**src/rtl/ahb_arbiter.sv**
```systemverilog
// ahb_arbiter: round-robin AHB-Lite bus arbiter with bus parking, locked
// transfers and a fairness hold limit for unlocked owners.
//
// Ports
//   clk        system clock, rising edge
//   reset      synchronous active-high reset (overrides hready)
//   hbusreq    per-master bus request
//   hlock      per-master locked-access request
//   hready     transfer completes this cycle; 0 freezes all state
//   htrans     HTRANS of the current address-phase master
//   hgrant     one-hot grant (registered)
//   hmaster    address-phase owner index, lags hgrant by one transfer (registered)
//   hmastlock  current address-phase transfer is locked (registered)
module ahb_arbiter #(
  parameter int unsigned NMASTER        = 4,
  parameter int unsigned MW             = 2,
  parameter int unsigned DEFAULT_MASTER = 0,
  parameter int unsigned MAX_HOLD       = 16
) (
  input  logic               clk,
  input  logic               reset,
  input  logic [NMASTER-1:0] hbusreq,
  input  logic [NMASTER-1:0] hlock,
  input  logic               hready,
  input  logic [1:0]         htrans,
  output logic [NMASTER-1:0] hgrant,
  output logic [MW-1:0]      hmaster,
  output logic               hmastlock
);

  localparam int unsigned  HW          = (MAX_HOLD > 2) ? $clog2(MAX_HOLD) : 1;
  localparam logic [HW-1:0] HOLD_LAST  = HW'(MAX_HOLD - 1);
  localparam logic [MW-1:0] DEF_IDX    = MW'(DEFAULT_MASTER);
  localparam logic [1:0]    HTRANS_BUSY = 2'b01;
  localparam logic [1:0]    HTRANS_SEQ  = 2'b11;

  typedef enum logic [1:0] {
    ST_PARK   = 2'd0,
    ST_OWNED  = 2'd1,
    ST_LOCKED = 2'd2
  } state_t;

  state_t          state;
  logic [MW-1:0]   owner;
  logic [MW-1:0]   last_owner;
  logic [HW-1:0]   hold_cnt;
  logic            lock_tail;

  logic [MW-1:0]   winner_c;
  logic            found_c;
  logic            any_req_c;
  logic            others_req_c;
  logic            owner_req_c;
  logic            owner_lock_c;
  logic            in_burst_c;
  logic            hold_hit_c;
  logic            do_arb_c;
  logic            do_park_c;

  // Round-robin search: first requester after last_owner, wrapping to last_owner itself.
  always_comb begin
    winner_c = last_owner;
    found_c  = 1'b0;
    for (int unsigned i = 1; i <= NMASTER; i++) begin
      logic [MW-1:0] idx;
      idx = MW'((32'(last_owner) + i) % NMASTER);
      if (!found_c && hbusreq[idx]) begin
        winner_c = idx;
        found_c  = 1'b1;
      end
    end
  end

  // Decide whether this hready cycle re-arbitrates or parks the bus.
  always_comb begin
    any_req_c    = |hbusreq;
    others_req_c = |(hbusreq & ~hgrant);
    owner_req_c  = hbusreq[owner];
    owner_lock_c = hlock[owner];
    in_burst_c   = (htrans == HTRANS_SEQ) || (htrans == HTRANS_BUSY);
    hold_hit_c   = (hold_cnt == HOLD_LAST) && others_req_c && !in_burst_c;
    do_arb_c     = 1'b0;
    do_park_c    = 1'b0;
    unique case (state)
      ST_PARK: begin
        do_arb_c = any_req_c;
      end
      ST_OWNED: begin
        if (!any_req_c) begin
          do_park_c = 1'b1;
        end else if (!owner_req_c || hold_hit_c) begin
          do_arb_c = 1'b1;
        end
      end
      ST_LOCKED: begin
        // Leave only after the extra cycle that completes the final locked transfer.
        if (!owner_lock_c && lock_tail) begin
          do_arb_c  = any_req_c;
          do_park_c = !any_req_c;
        end
      end
      default: begin
        do_park_c = 1'b1;
      end
    endcase
  end

  // State, grant and address-phase outputs; everything advances only on hready.
  always_ff @(posedge clk) begin
    if (reset) begin
      state      <= ST_PARK;
      owner      <= DEF_IDX;
      last_owner <= DEF_IDX;
      hold_cnt   <= '0;
      lock_tail  <= 1'b0;
      hgrant     <= NMASTER'(1) << DEF_IDX;
      hmaster    <= DEF_IDX;
      hmastlock  <= 1'b0;
    end else if (hready) begin
      hmaster   <= owner;
      hmastlock <= owner_lock_c;
      if (do_park_c) begin
        state     <= ST_PARK;
        owner     <= DEF_IDX;
        hgrant    <= NMASTER'(1) << DEF_IDX;
        hold_cnt  <= '0;
        lock_tail <= 1'b0;
      end else if (do_arb_c) begin
        state      <= hlock[winner_c] ? ST_LOCKED : ST_OWNED;
        owner      <= winner_c;
        last_owner <= winner_c;
        hgrant     <= NMASTER'(1) << winner_c;
        hold_cnt   <= '0;
        lock_tail  <= 1'b0;
      end else begin
        unique case (state)
          ST_OWNED: begin
            if (owner_lock_c) begin
              state     <= ST_LOCKED;
              lock_tail <= 1'b0;
            end else if (hold_cnt != HOLD_LAST) begin
              hold_cnt <= hold_cnt + 1'b1;
            end
          end
          ST_LOCKED: begin
            lock_tail <= !owner_lock_c;
          end
          default: begin
          end
        endcase
      end
    end
  end

endmodule

```
**config.mk**
```make
export PLATFORM = sky130hd
export DESIGN_NAME = ahb_arbiter
export DESIGN_NICKNAME = d
export VERILOG_FILES = /design/src/rtl/ahb_arbiter.sv
export SDC_FILE = /design/constraint.sdc
export NUM_CORES = 1
export LEC_CHECK = 0
export ABC_AREA = 0
export CAP_MARGIN = 10
export CORE_MARGIN = 5
export CORE_UTILIZATION = 46
export DETAILED_ROUTE_END_ITERATION = 10
export PLACE_DENSITY_LB_ADDON = 0.1
export SLEW_MARGIN = 20
export SYNTH_ARGS = -nofsm -noshare
export SYNTH_HDL_FRONTEND = slang
export SYNTH_SLANG_ARGS = --single-unit
```
**constraint.sdc**
```tcl
create_clock -name clk -period 2.1 [get_ports clk]
set_clock_uncertainty 0.05 [all_clocks]
set_input_delay 0.525 -clock clk [delete_from_list [all_inputs] [get_ports clk]]
set_output_delay 0.525 -clock clk [all_outputs]
set_load 0.01 [all_outputs]
```
== After elaboration in Yosys (flattened, before gate mapping) ==
Index checks and enable logic that the tools add are counted.
Storage, ports and cells
  register bits after elaboration: 18
  input bits: 13
  logic and storage cells: 105
Cells by class
  $add $sub $neg: 5
  order comparisons: 6
  equal/unequal tests: 8
  shift operators: 1
  multiplexer cells: 46
  bitwise gates (word level): 3
  reduce and logical (&&, ||, !) cells: 28
Operators by type and width (count)
  4-bit two-way mux: 7
  2-bit two-way mux: 11
  2-bit by 3-bit less-than comparator with 1-bit output (second input constant): 6
  1-bit two-way mux: 18
  1-bit binary-select mux with 2-bit select: 7
  3-bit AND reduction: 3
  3-bit nonzero test: 3
  4-bit != test (second input constant): 2
  4-bit OR reduction: 2
  1-bit logical NOT: 7
  1-bit logical AND: 6
  1-bit one-hot mux with 3 select lines: 2
  2-bit by 1-bit adder with 2-bit output (second input constant): 2
  2-bit adder (second input constant): 2
  4-bit by 1-bit adder with 4-bit output (second input constant): 1
  4-bit bitwise AND: 1
  2-bit by 1-bit equality test with 1-bit output (second input constant): 2
  2-bit equality test (second input constant): 2
  4-bit equality test (second input constant): 1
  4-bit inverter: 1
  4-bit AND reduction: 1
  4-bit nonzero test: 1
  1-bit by 2-bit left shift with 4-bit output (first input constant): 1
  3-bit by 1-bit != test with 1-bit output (second input constant): 1
  6 further kinds: 7

== Logic depth before layout (Yosys ltp) ==
  depth after elaboration: 18
  depth in mapped cells: 9

== Worst setup path after synthesis ==
OpenSTA, ideal clock, no wires.
  path kind: input to register
  start point: in hbusreq[1]
  end point: reg hgrant[1]
  setup time: 0.117 ns
  arrival: 1.891 ns
  required time: 1.933 ns
  slack: 0.042 ns
  stages on the path: 6
  buffers on the path: 0
  path through: nor2b_1 -> a2111oi_0 -> o211ai_2 -> o21ai_0 -> nor2_1 -> a32o_1
On the way
  cells in the longest elaborated chain, start to end: 15
Ends and longest elaborated chain
  start, declared: line 22  | input logic [NMASTER-1:0] hbusreq,
  1-bit binary-select mux with 2-bit select: line 67  | if (!found_c && hbusreq[idx]) begin
  1-bit two-way mux (not written as such): line 67
  1-bit two-way mux: line 67
  1-bit logical NOT: line 67
  1-bit logical AND: line 67
  1-bit two-way mux: line 67
  1-bit logical NOT: line 67
  1-bit logical AND: line 67
  1-bit two-way mux: line 67
  1-bit logical NOT: line 67
  1-bit logical AND: line 67
  2-bit two-way mux: line 67
  1-bit by 2-bit left shift with 4-bit output: line 132  | hgrant <= NMASTER'(1) << winner_c;
  4-bit two-way mux: line 128  | end else if (do_arb_c) begin
  4-bit two-way mux: line 122  | if (do_park_c) begin
  end signal, assigned: line 116  | hgrant <= NMASTER'(1) << DEF_IDX;
  end signal, assigned: line 125  | hgrant <= NMASTER'(1) << DEF_IDX;
  end signal, assigned: line 132
  end, declared: line 26  | output logic [NMASTER-1:0] hgrant,
Several ways; a longest one is shown, not always the timed one. The select of a mux whose other input is x is not followed.
A chain may end at the register's enable or synchronous reset.

== Worst setup path after layout ==
  start point: in hbusreq[2]
  end point: reg state[1]
On the way
  cells in the longest elaborated chain, start to end: 17
Ends and longest elaborated chain
  1-bit binary-select mux with 2-bit select: line 67
  1-bit two-way mux (not written as such): line 67
  1-bit two-way mux: line 67
  1-bit logical NOT: line 67
  1-bit logical AND: line 67
  1-bit two-way mux: line 67
  1-bit logical NOT: line 67
  1-bit logical AND: line 67
  1-bit two-way mux: line 67
  1-bit logical NOT: line 67
  1-bit logical AND: line 67
  2-bit two-way mux: line 67
  1-bit binary-select mux with 2-bit select: line 129  | state <= hlock[winner_c] ? ST_LOCKED : ST_OWNED;
  1-bit two-way mux (not written as such): line 129
  2-bit two-way mux: line 129
  2-bit two-way mux: line 128
  2-bit two-way mux: line 122
  end signal, assigned: line 129
  end, declared: line 43  | state_t state;
Several ways; a longest one is shown, not always the timed one. The select of a mux whose other input is x is not followed.

==> results by group <==
Power and ir drop
  – Total Power: 1.901 mW
  – Leak Pwr: 0.7047 nW
  – Peak supply drop: 0.0007063 V
  – Pwr dens: 1107 nW/um^2

Timing
  – Post-layout min period: 2.059 ns
  – Post-route setup slack: 0.04127 ns
  – Rel. slew slack: 75.35%
  – Setup TNS: 0 ns
  – Setup violators final: 0
  – Fin Hold WS: 0.4271 ns
  – Max-slew violation count: 0
  – F_max: 485.7 MHz
  – Worst Tran Pin Value: 0.3670 ns
  – Final Cycle Share: 98.03%
  – Final Hold Violating Endpoints: 0

Layout
  – FF/Latch Area: 367.9 sq um
  – Design Area, Final: 1717 sq um
  – Final #Nets: 192
  – Inserted Diodes: 0
  – Non-Filler Instances: 202
  – Area delta synth->final: 52.11%
  – Layout fillers: 178
  – Multi-input gate area: 880.8 sq um
  – Layout cells sized above 1: 34.88%
  – Layout Utilization: 71.24%

Clock tree
  – CTS Sinks: 18
  – Root Driver: clkbuf_4
  – Later-pin clock latency in the skew report: 0.29 ns
  – Clk slew on worst S/H paths: 0.10 ns
  – CTS hold repair buffers: 0
  – CTS tree: done
  – Clock Path Buffers: 2
  – CTS Buf Count: 3
  – CTS H-tree depth: 1

Floorplanning
  – Die Y: 59.53 um
  – Initial cell density of the core: 46.83%
  – Core ar.: 2410 sq um
  – Io pins: 20
  – Die ar.: 3544 sq um
  – Die width: 59.53 um
  – Rows: 18

Place
  – Dpl cell area: 1466 sq um
  – Post-DP HPWL: 2.225 mm
  – GP Congestion: 0.8163
  – Place WS: -0.6529 ns
  – PortBufs: 18
  – Placed cells: 192

Synth
  – Post-synth EDFFs: 0
  – Synth Cell Area: 1129 sq um
  – Synth warn: 0
  – Synthesized instance count: 129
  – Netlist cell types: 41
  – Net Count, Synth: 147
  – Synthesized area per cell: 8.749 sq um
  – Ys flop type: dfxtp_1
  – Post-synthesis sequential area ratio: 31.93%
  – Ys async rst share: 0%
  – Yosys reg bits: 18

Route
  – Routed WL: 3.154 mm
  – Initial DRC Count: 57
  – Antenna Nets Post-Route: 0
  – Routed wire per std cell: 15.61 um
  – Number of vias per cell: 5.861
  – DRC violation count after routing: 0
  – Drt pass-1 iters: 4
  – Via Count: 1184

Worst setup path
  – Critical path arrival: 2.24 ns
  – Worst R2R Path Depth: 7
  – CP required: 2.28 ns
  – Crit-path max cell delay: 0.40 ns
  – Crit. End Element: flop
  – CP Cell Sequence: clkbuf_2, buf_6, buf_4, nor4_4, or2_4, buf_4, o31ai_4, a221o_1, o22ai_1
  – CP Max Fanout: 4
  – CP dominant cell by count: buf_4
  – Slowest CP cell: nor4_4
  – Crit path launch type: input pin
  – Setup Crit Path Kind: in2reg

Global route
  – Largest net degree at the start of global routing: 12
  – Vias in the first global route: 1133
  – GRT overflow: 0
  – Total GRT Usage: 18.75%
  – Initial antenna violation count: 0
  – First-pass GRT wire length: 5.112 mm

Run
  – Max cap viols: 0

Status
  – Status: complete, no violations

Min path
  – Worst hold path cell count: 2
  – Min-delay worst type: reg2reg
==> synthesized netlist by cell type, types with 3 or more instances <==
library cell | number | share of area, %
a21oi_1 | 3 | 1.3
a31oi_1 | 3 | 1.7
a32o_1 | 3 | 2.7
clkbuf_1 | 3 | 1.0
dfxtp_1 | 18 | 32
ha_1 | 5 | 5.5
inv_1 | 6 | 2.0
mux2_2 | 3 | 3.0
mux2i_1 | 9 | 8.0
nand2_1 | 8 | 2.7
nand2b_1 | 4 | 2.2
nand3_1 | 5 | 2.2
nand3b_1 | 4 | 2.7
nor2_1 | 15 | 5.0
nor2b_1 | 3 | 1.7
o211ai_1 | 4 | 2.7
o22ai_1 | 3 | 1.7
or2_2 | 3 | 1.7
==> per-layer routing <==
metal  vias up  wire, um  part of all wire (%)  track usage (%)
met5         -         0                     0                0
met4         0        62                   2.0            5.696
met3         8       251                   8.0            3.268
met2        44      1514                    48            30.89
met1       564      1326                    42            24.87
li1        568         -                     -                -
==> flip-flops by register name (all words and copies together), names as in the netlist <==
name,cells
hgrant,4
hold_cnt,4
hmaster,2
last_owner,2
owner,2
state,2
hmastlock,1
lock_tail,1
==> cells in the final DEF, fill, tap and decap left out, types with 3 or more instances in the layout <==
| master | instances |
|---|---|
| inv_1 | 5 |
| nor2b_1 | 3 |
| o211ai_1 | 4 |
| clkdlybuf4s50_1 | 10 |
| a32o_1 | 3 |
| nand3b_1 | 4 |
| o22ai_1 | 3 |
| buf_4 | 22 |
| nand3_1 | 4 |
| dlymetal6s2s_1 | 4 |
| nor2_1 | 15 |
| dfxtp_2 | 3 |
| nand2b_1 | 4 |
| clkbuf_4 | 3 |
| nand2_1 | 8 |
| mux2i_1 | 9 |
| a21oi_1 | 3 |
| clkbuf_2 | 3 |
| dfxtp_1 | 14 |
| buf_6 | 4 |
==> final timing paths <==
kind                                  start  endpoint  slack [ns]
worst max-delay path             hbusreq[2]  state[1]        0.04
worst min-delay path               state[0]  state[0]        0.43
worst max register to register  hold_cnt[1]  state[1]        0.09
worst min register to register     state[0]  state[0]        0.43
==> critical path, delay by kind of cell <==
| family | cells | cell delay (ns) |
|---|---|---|
| simple gates | 2 | 0.62 |
| buf+inv | 4 | 0.47 |
| compound gates | 3 | 0.62 |
==> report_power, final <==
group / switching [mW] / total [mW] / internal [mW]
Sequential: 0.0831 / 0.504 / 0.421
Combinational: 0.608 / 1.22 / 0.611
Clock: 0.112 / 0.178 / 0.0668
==> timing repair <==
item                                    in CTS  in global routing
pin swaps                                    8                 11
setup buffers                                3                  3
gates resized for setup                     26                 30
gates cloned                                 0                  1
endpoints found under the setup margin      15                 15
==> cells by family after synthesis <==
kind of cell,after synthesis,share of synthesized area [%]
AOI/OAI and AO/OA,31,21.73
xor gates and xnor gates,1,0.7762
adders and majority gates,5,5.543
buffers and inverters,10,3.991
DFF,18,31.93
muxes,13,12.97
and+or+nand+nor,51,23.06
==> cell type report <==
cell class / instances / area share [%]
sequential: 18 / 21.43
clock buffer: 3 / 1.312
inverter: 6 / 1.312
multi-input combinational: 101 / 51.31
tap: 30 / 2.187
timing repair buffer: 44 / 22.45
Power figures use the tool's default switching activity.
==> patch 1, RTL diff (same settings) <==
The parameter `MAX_HOLD` goes from 16 to 32.
--- a/src/rtl/ahb_arbiter.sv
+++ b/src/rtl/ahb_arbiter.sv
@@ -15,7 +15,7 @@
   parameter int unsigned NMASTER        = 4,
   parameter int unsigned MW             = 2,
   parameter int unsigned DEFAULT_MASTER = 0,
-  parameter int unsigned MAX_HOLD       = 16
+  parameter int unsigned MAX_HOLD       = 32
 ) (
   input  logic               clk,
   input  logic               reset,
Function: no difference found for any inputs over 4 cycles, from zero or initial values and one cycle with reset high; that may be too few to reach the edited logic, so the function may still have changed.
==> patch 1 against the unedited design <==
Worst hold slack better by 0.019 ns; design area is 5.3% higher; via count is 10% higher; sequential cell count is 1 higher; maximum frequency is 0.10% lower; wire length is 12% higher; synthesized cell count is 13% higher; area after synthesis is 13% higher; power is 3.1% higher; setup slack worse by 0.0022 ns; register-to-register slack worse by 0.05 ns.
==> patch 1: results (changes against the unedited design) <==
metric;value;unit;change
status;complete, no violations;;
Peak VDD IR;0.717;mV;+1.5%
clkbuf count;4;;+1
worst-path maximum fanout;7;;+3
sequential area share after synthesis;0.298;;-0.0213
Synth area leaders;dfxtp_1, ha_1, nor2_1;;
multi-input combinational area share;0.520;;+0.00730
Worst path top cell family by delay;compound AO/OA/AOI/OAI gates;;
R2R depth;8;;+1
largest net degree at the start of global routing;17;;+5
seq_cells;19;;+1
Clock-cell share;0.0145;;+0.00141
Distinct cells, synth;49;;+20%
post-CTS sizing;22;;-15%
M1 GR Usage;0.217;;-0.0320
number of non-clock buffers;47;;+6.8%
Multi-Input Combinational;117;;+16%
met2 Use GR;0.311;;+0.00199
GRT Util Overall;0.178;;-0.00910
layout cells sized above 1;0.332;;-0.0172
drt total wl;3.52;mm;+12%
first-pass GRT wire length;5.82;mm;+14%
CP max stage delay;0.35;ns;-0.05 ns
post-synthesis instance total;146;;+13%
DP HPWL;2.60;mm;+17%
Worst Setup Path Type;flip-flop to flip-flop;;
Vias per Instance;5.83;;-0.53%
Synth top cells by count;dfxtp_1, nor2_1, nand2_1;;
Reg-to-Reg Start;state[0];;
GPL Wtd Cong;0.810;;-0.72%
slowest stage cell, crit path;dfxtp_2;;
htree depth;1;;unchanged
number of global-route vias before repair;1322;;+17%
FF-to-FF setup slack;0.04;ns;-0.05 ns
met3 usage;0.0342;;+0.00149
largest registers;hold_cnt: 5 flops, hgrant: 4 flops;;
Mapped Nets;165;;+12%
drt first-iter violations;75;;+32%
Filler cells;222;;+25%
Wirelength per Cell;15.7;um;+0.61%
==> patch 1: report_power, final <==
group | switching (mW) | leakage (nW) | internal (mW) | total [mW]
Clock | 0.108 | 0.0150 | 0.0739 | 0.182
Sequential | 0.0912 | 0.156 | 0.439 | 0.530
Combinational | 0.618 | 0.542 | 0.631 | 1.25
==> patch 1: how the worst min path moves through the flow <==
stage / endpoint / start / slack, ns
2_1_floorplan: hold_cnt[4] / hold_cnt[4] / 0.40
3_3_place_gp: hold_cnt[4] / hold_cnt[4] / 0.41
3_5_place_dp: hold_cnt[1] / hold_cnt[1] / 0.43
4_1_cts: hold_cnt[1] / hold_cnt[1] / 0.45
5_1_grt: hold_cnt[4] / hold_cnt[4] / 0.47
6_report: hold_cnt[4] / hold_cnt[4] / 0.45
==> patch 1: logic make-up after synthesis <==
| kind of cell | synth area share |
|---|---|
| DFF | 0.298 |
| AOI/OAI and AO/OA | 0.230 |
| buffers and inverters | 0.0392 |
| and+or+nand+nor | 0.254 |
| muxes | 0.106 |
| adders and majority gates | 0.0588 |
| xor gates and xnor gates | 0.0137 |
==> patch 1: stage by stage <==
stage	worst slack, ns	util	hold WS, ns	area (um^2)	total power [mW]
finish	0.0391	0.667	0.446	1810	1.96
CTS	0.0178	0.654	0.448	1770	1.92
floorplan	0.0436	-	0.398	1280	1.17
detailed placement	-0.529	0.619	0.433	1680	1.60
global route	-0.0521	0.667	0.471	1810	2.09
global placement	-0.494	0.619	0.405	1680	1.56
==> patch 1: layer usage <==
layer  wire [um]  vias to the layer above  share of wire
li1            -                      633              -
met1        1590                      639           0.45
met2        1760                       30           0.50
met3         135                        4          0.038
met4          36                        0          0.010
met5           0                        -              0
==> patch 2, RTL diff (same settings) <==
Without the edit above. Make the reset (`reset`) asynchronous in one clocked block. Comments in the files are not updated.
--- a/src/rtl/ahb_arbiter.sv
+++ b/src/rtl/ahb_arbiter.sv
@@ -106,7 +106,7 @@
   end
 
   // State, grant and address-phase outputs; everything advances only on hready.
-  always_ff @(posedge clk) begin
+  always_ff @(posedge clk or posedge reset) begin
     if (reset) begin
       state      <= ST_PARK;
       owner      <= DEF_IDX;
Behaviour: differs if reset is asserted again (counterexample within 4 cycles, from zero or initial values and one cycle with reset high); with reset held inactive, the same outputs for 4 cycles.
==> patch 2 against the unedited design <==
Sequential cell count stayed put; design area rose by 1.5%; area after synthesis rose by 11%; sequential share of layout area grew 4.6 points; global-route usage shrank 2.0 points; setup slack got worse by 0.035 ns; power up 28%; die area up 9.0%; wire length rose by 0.41%; critical endpoint is now lock_tail.
==> patch 2: results (changes against the unedited design) <==
metric;value;unit;change
met2 WL;1.44;mm;-4.8%
Lkg Pwr;0.816;nW;+16%
Hold Vio Cnt, Final;0;;unchanged
fin crit share;0.997;;+0.0168
Synth area leaders;dfrtp_1, ha_1, a21o_1;;
max layer used;met4;;
first-pass GRT wire length;5.27;mm;+3.1%
Root Buffer;clkbuf_4;;
Synth top cells by count;dfrtp_1, nor2_1, inv_1;;
Filler cells;236;;+33%
Post-route DRC;0;;unchanged
Slew @ Worst Pin;0.432;ns;+0.0651 ns
drt total wl;3.17;mm;+0.41%
Peak VDD IR;0.978;mV;+39%
DRT Pass-1 Iters;4;;unchanged
drt first-iter violations;34;;-40%
GPL Wtd Cong;0.850;;+4.1%
Layout Nets;190;;-1.0%
met3 routed wirelength;114;um;-55%
CTS clk-pin slew, worst paths;0.11;ns;
routed vias;1151;;-2.8%
Synth async-reset ratio;1.00;;+1.00
met2 Use GR;0.264;;-0.0446
sequential area share after synthesis;0.361;;+0.0417
Distinct cells, synth;52;;+27%
status;complete, no violations;;
Setup crit start;owner[0];;
R2R depth;7;;unchanged
met3 usage;0.0234;;-0.00926
clock latency on the worst-skew pair;0.30;ns;
setup slack at placement;-0.517;ns;+0.136 ns
wl on met1;1.57;mm;+19%
post-synthesis instance total;123;;-4.7%
layout cells sized above 1;0.345;;-0.00381
GRT Util Overall;0.167;;-0.0204
htree depth;1;;unchanged
largest net degree at the start of global routing;19;;+7
Cell Count, Final, Fillers Out;202;;unchanged
worst-path maximum fanout;5;;+1
Inserted Diodes;0;;unchanged
DP HPWL;2.47;mm;+11%
Worst setup endpoint;lock_tail;;
Mapped Nets;141;;-4.1%
worst path arrival time;2.24;ns;about the same
Hold Path Class;flip-flop to flip-flop;;
number of port buffers;18;;unchanged
total CTS buffers;3;;unchanged
M1 GR Usage;0.227;;-0.0222
placed instance area;1640;um^2;+12%
YS warnings;0;;unchanged
deepest clock path buffer count;2;;unchanged
largest registers;hgrant: 4 flops, hold_cnt: 4 flops;;
initial antenna violation count;0;;unchanged
==> patch 2: layout make-up <==
type                            instances  area [um^2]  area share
Sequential cell                        18          453       0.260
Timing Repair Buffer                   46          380       0.218
Inverter                                8         30.0      0.0172
Multi-Input combinational cell         95          813       0.467
Tap cell                               31         38.8      0.0223
Clock buffer                            4         26.3      0.0151
==> patch 2: critical path: stages (launching register included) <==
cell and delay, ns:
dfrtp_2 0.45, buf_4 0.14, mux2_4 0.30, o22ai_4 0.21, a311oi_2 0.09, o2bb2ai_2 0.20, and3_4 0.20, o41ai_2 0.35
==> patch 2: report_power, final <==
group          switching, mW  total, mW  leakage, nW  internal (mW)
clock network          0.111      0.185       0.0150         0.0740
logic                  0.713       1.57        0.573          0.854
registers              0.165      0.673        0.228          0.509
==> patch 2: cells by family (layout without fill, tap and decap cells) <==
logic type,count (synthesis),after routing,share of synthesized area
AO/OA/AOI/OAI,40,40,0.275
buffers and inverters,10,58,0.0440
AND/OR/NAND/NOR,42,42,0.172
multiplexers,8,8,0.0980
flip-flops,18,18,0.361
adder cells (fa/ha/maj),5,5,0.0500
==> patch 2: how the worst min path moves through the flow <==
stage,startpoint,to,slack (ns),depth (start not counted)
after global placement,hmastlock,hmastlock,0.44,1
after floorplan,reset,hgrant[1],0.41,1
after global routing,hgrant[0],hgrant[0],0.50,1
after detailed placement,hmastlock,hmastlock,0.45,1
after CTS,hmaster[0],hmaster[0],0.47,1
final,hmaster[0],hmaster[0],0.47,1
==> patch 2: timing repair <==
action,in CTS,in global routing
cloned,0,0
resized for setup,21,6
pin swaps,7,5
endpoints found under the setup margin,15,11
buffers inserted,2,0
hold buffers,0,0
